$ cat src/rtl/pulse_to_level.sv
// Turns single-cycle event pulses into fixed-width high pulses, each followed by a low gap.
// Events that arrive while a pulse or gap is running are counted and replayed back-to-back.
module pulse_to_level #(
  parameter int HOLD_CYCLES = 4,
  parameter int GAP_CYCLES  = 2,
  parameter int PEND_W      = 3
) (
  input  logic              clk,
  input  logic              rst,
  input  logic              w,
  output logic              z,
  output logic              busy,
  output logic [PEND_W-1:0] pending,
  output logic              overflow
);

  localparam int MAXC  = (HOLD_CYCLES > GAP_CYCLES) ? HOLD_CYCLES : GAP_CYCLES;
  localparam int CNT_W = (MAXC > 1) ? $clog2(MAXC) : 1;
  localparam logic [CNT_W-1:0]  HOLD_LD  = CNT_W'(HOLD_CYCLES - 1);
  localparam logic [CNT_W-1:0]  GAP_LD   = CNT_W'(GAP_CYCLES - 1);
  localparam logic [PEND_W-1:0] PEND_MAX = '1;

  typedef enum logic [1:0] {IDLE, HOLD, GAP} state_t;

  state_t            state_q, state_d;
  logic [CNT_W-1:0]  cnt_q, cnt_d;
  logic [PEND_W-1:0] pending_q, pending_d;
  logic              z_q, z_d;
  logic              overflow_q, overflow_d;
  logic              consume;

  always_ff @(posedge clk or negedge rst) begin
    if (!rst) begin
      state_q    <= IDLE;
      cnt_q      <= '0;
      pending_q  <= '0;
      z_q        <= 1'b0;
      overflow_q <= 1'b0;
    end else begin
      state_q    <= state_d;
      cnt_q      <= cnt_d;
      pending_q  <= pending_d;
      z_q        <= z_d;
      overflow_q <= overflow_d;
    end
  end

  always_comb begin
    state_d    = state_q;
    cnt_d      = cnt_q;
    pending_d  = pending_q;
    overflow_d = 1'b0;
    consume    = 1'b0;

    unique case (state_q)
      IDLE: begin
        if (w) begin
          state_d = HOLD;
          cnt_d   = HOLD_LD;
        end
      end
      HOLD: begin
        if (cnt_q == '0) begin
          state_d = GAP;
          cnt_d   = GAP_LD;
        end else begin
          cnt_d = cnt_q - 1'b1;
        end
      end
      GAP: begin
        if (cnt_q == '0) begin
          // An event arriving on this very edge counts toward the replay decision.
          if (pending_q != '0 || w) begin
            consume = 1'b1;
            state_d = HOLD;
            cnt_d   = HOLD_LD;
          end else begin
            state_d = IDLE;
          end
        end else begin
          cnt_d = cnt_q - 1'b1;
        end
      end
      default: begin
        state_d = IDLE;
        cnt_d   = '0;
      end
    endcase

    // Queue bookkeeping only applies while a pulse or gap is in flight.
    if (state_q != IDLE && w) begin
      if (!consume) begin
        if (pending_q == PEND_MAX) overflow_d = 1'b1;
        else                       pending_d  = pending_q + 1'b1;
      end
    end else if (consume) begin
      pending_d = pending_q - 1'b1;
    end

    z_d = (state_d == HOLD);
  end

  assign z        = z_q;
  assign busy     = (state_q != IDLE);
  assign pending  = pending_q;
  assign overflow = overflow_q;

endmodule
$ cat config.mk
export PLATFORM = sky130hd
export DESIGN_NAME = pulse_to_level
export DESIGN_NICKNAME = d
export VERILOG_FILES = /design/src/rtl/pulse_to_level.sv
export SDC_FILE = /design/constraint.sdc
export NUM_CORES = 1
export LEC_CHECK = 0
export ABC_CLOCK_PERIOD_IN_PS = 2140
export CELL_PAD_IN_SITES_DETAIL_PLACEMENT = 1
export CELL_PAD_IN_SITES_GLOBAL_PLACEMENT = 2
export CORE_MARGIN = 8
export CORE_UTILIZATION = 31
export CTS_CLUSTER_SIZE = 28
export DETAILED_ROUTE_END_ITERATION = 10
export PLACE_DENSITY_LB_ADDON = 0.1
export SYNTH_ARGS = -nofsm -noshare
export SYNTH_HDL_FRONTEND = slang
export SYNTH_SLANG_ARGS = --single-unit
$ cat constraint.sdc
create_clock -name clk -period 2.14 [get_ports clk]
set_input_delay 0.214 -clock clk [delete_from_list [all_inputs] [get_ports clk]]
set_output_delay 0.214 -clock clk [all_outputs]
set_load 0.02 [all_outputs]
==> impl_metrics.csv <==
group,metric,value,unit
clocking,cts_tree,"yes",
setup_path,critPathArrivalTime,1870,ps
flow_run,drv_cap,0,
detailed_routing,dr_total_vias,487,
global_route,grt_pass1_vias,498,
synthesis,ys_top_cells_by_area,"dfrtp_1, nand4bb_4, ha_1",
detailed_routing,drt-initial-drc-count,6,
clocking,post_cts_resized,0,
synthesis,syn_inst,62,
setup_path,reg2reg_slack,410,ps
global_route,grt-ovfl-total,0,
detailed_routing,ant_nets,0,
power,clockPowerShare,11.9,%
die,die_y,59.6,um
setup_path,start_kind,"flip-flop",
global_route,grt_usage,9.40,%
clocking,ctsHoldBuffers,0,
setup_path,max_stage_delay,440,ps
detailed_routing,first_pass_iters,4,
detailed_routing,viasPerCell,4.82,
synthesis,yosys_most_used_dff,"dfrtp_1",
timing,rsz0062_at_grt,"false",
detailed_routing,drc,0,
clocking,root_buffer,"clkbuf_4",
hold_path,hp-class,"input port to asynchronous set/reset pin",
synthesis,synth_area,589,um2
synthesis,synth-seq-area-share,38.2,%
clocking,htreeDepth,1,
setup_path,worstPathCellList,"inv_1 -> nand2_1 -> nand2_1 -> fa_1 -> nor2_1 -> a31oi_1 -> o221a_2",
die,ios,9,
timing,finalClockSkew,8.06,ps
setup_path,worstPathRequired,2280,ps
synthesis,synth_largest_area_cell,"dfrtp_1",
cells_and_area,antenna_cells,0,
clocking,clk_latency,260,ps
timing,tightestPinTransition,447,ps
die,core_area,1760,um2
timing,setup-violations-final,0,
clocking,post_cts_buffers,0,
synthesis,synth_top_area_share,38.2,%
detailed_routing,drt_wl_total,1410,um
synthesis,synth_edf_count,0,
synthesis,synth_cell_types,28,
timing,drv_slew,0,
setup_path,worst_path_max_delay_cell,"fa_1",
synthesis,synth_seq_cells,9,
setup_path,cp_max_fo,5,
synthesis,yosysWarningCount,0,
detailed_routing,met2_length,537,um
status,status,"finished, final reports clean",
global_route,grt_max_degree,11,
timing,maxSlewHeadroom,69.8,%
cells_and_area,area_growth,26.3,%
timing,min_period,1730,ps
power,ir_drop,0.613,mV
die,core.rowCount,15,
setup_path,crit_type,"flip-flop to flip-flop",
global_route,antenna_found_initial,0,
cells_and_area,utilization,42.2,%
clocking,cts.clk_slew.worst_paths,70,ps
synthesis,syn_area_per_cell,9.51,um2
power,p_comb_share,59.1,%
power,power.leakage,0.315,nW
die,die_x,59.6,um
die,start_util,33.4,%
setup_path,path_delay_family,"adder cells",
setup_path,cpMostUsedCell,"nand2_1",
power,p_switching,0.494,mW
cells_and_area,nets,83,
clocking,clk_path_buf_depth,2,
global_route,grt_pass1_wl,2420,um
detailed_routing,wl_met3,48,um
synthesis,async_flop_share,100,%
setup_path,cp-end-kind,"flip-flop",
placed_design,gp_congestion,0.727,
power,swShare,43.9,%
detailed_routing,wl_met1,815,um
power,pwr-share-seq,29.0,%
timing,tns,0,ps
power,internal_power,0.630,mW
die,dieArea,3550,um2
timing,finalCritPeriodShare,80.8,%
detailed_routing,wl_per_cell,14.0,um
detailed_routing,top_layer_used,"met4",
clocking,cts_buffers,3,
timing,max_freq,0.578,GHz
power,power.density,1510,nW/um2
cells_and_area,layout-drive-gt1-share,15.8,%
clocking,cts_sinks,9,
setup_path,worst-path-buf-inv,1,
placed_design,dp_hpwl,1080,um
synthesis,synth_fp_nets,68,
timing,hold_viol_final,0,
placed_design,io_buffer_count,8,
## through the flow
stage | setup slack [ps] | cells | area (um2) | power [mW] | hold slack, ps
4_1_cts | 435 | 101 | 744 | 1.14 | 274
6_report | 410 | 101 | 744 | 1.12 | 258
3_3_place_gp | 351 | 97 | 718 | 0.989 | 555
5_1_grt | 292 | 101 | 744 | 1.23 | 285
2_1_floorplan | 286 | 62 | 589 | 0.753 | -81.6
3_5_place_dp | 324 | 97 | 718 | 1.00 | 555
## Yosys cell counts, types with 2 or more instances
library cell	n
nor2_1	5
inv_1	6
nand2_1	5
ha_1	2
dfrtp_1	9
o211ai_1	2
a21oi_1	4
nor3_1	2
o31ai_1	2
a211oi_1	2
a31oi_1	2
o21ai_0	5
## per-layer routing
| layer | vias to the layer above | track usage, % |
|---|---|---|
| met5 | - | 0 |
| met4 | 0 | 6.12 |
| li1 | 256 | - |
| met1 | 222 | 12.8 |
| met2 | 7 | 11.9 |
| met3 | 2 | 3.25 |
## layout by cell type (no fill, tap or decap), types with 3 or more instances in the layout
cell             n
dfrtp_1          9
clkdlybuf4s50_1  8
inv_1            6
nand2_1          5
nor2_1           5
o21ai_0          5
a21oi_1          4
buf_4            4
clkbuf_4         3
## flip-flops by register name, indices dropped and copies added (netlist names)
register  count
cnt_q         2
overflow      1
pending       3
state_q       2
z             1
## path summary, 6_finish.rpt
check	depth (start not counted)	to	startpoint
max	7	pending[2]	state_q[0]
max in group asynchronous	1	pending[1]	rst
min in group clk	2	cnt_q[1]	cnt_q[1]
max reg2reg	7	pending[2]	state_q[0]
min	1	z	rst
min reg2reg	2	cnt_q[1]	cnt_q[1]
## power by group through the flow
stage	combinational, mW	sequential (mW)	clock, mW
2_1_floorplan	0.373	0.380	0
3_3_place_gp	0.662	0.327	0
3_5_place_dp	0.669	0.332	0
4_1_cts	0.673	0.328	0.137
5_1_grt	0.745	0.343	0.146
6_report	0.665	0.326	0.134
## cells by family after synthesis
group           synth area share (%)
compound gates                  25.9
simple gates                    18.7
flops                           38.2
buf+inv                         5.94
fa+ha+maj                       7.64
mux                             3.61
## cell type report
cell class / count / area [um2]
clock buffer: 4 / 26.3
fill: 218 / 1020
inverter: 6 / 22.5
multi-input combinational: 45 / 329
sequential: 9 / 225
tap: 25 / 31.3
timing repair buffer: 12 / 110
Power figures use the tool's default switching activity.
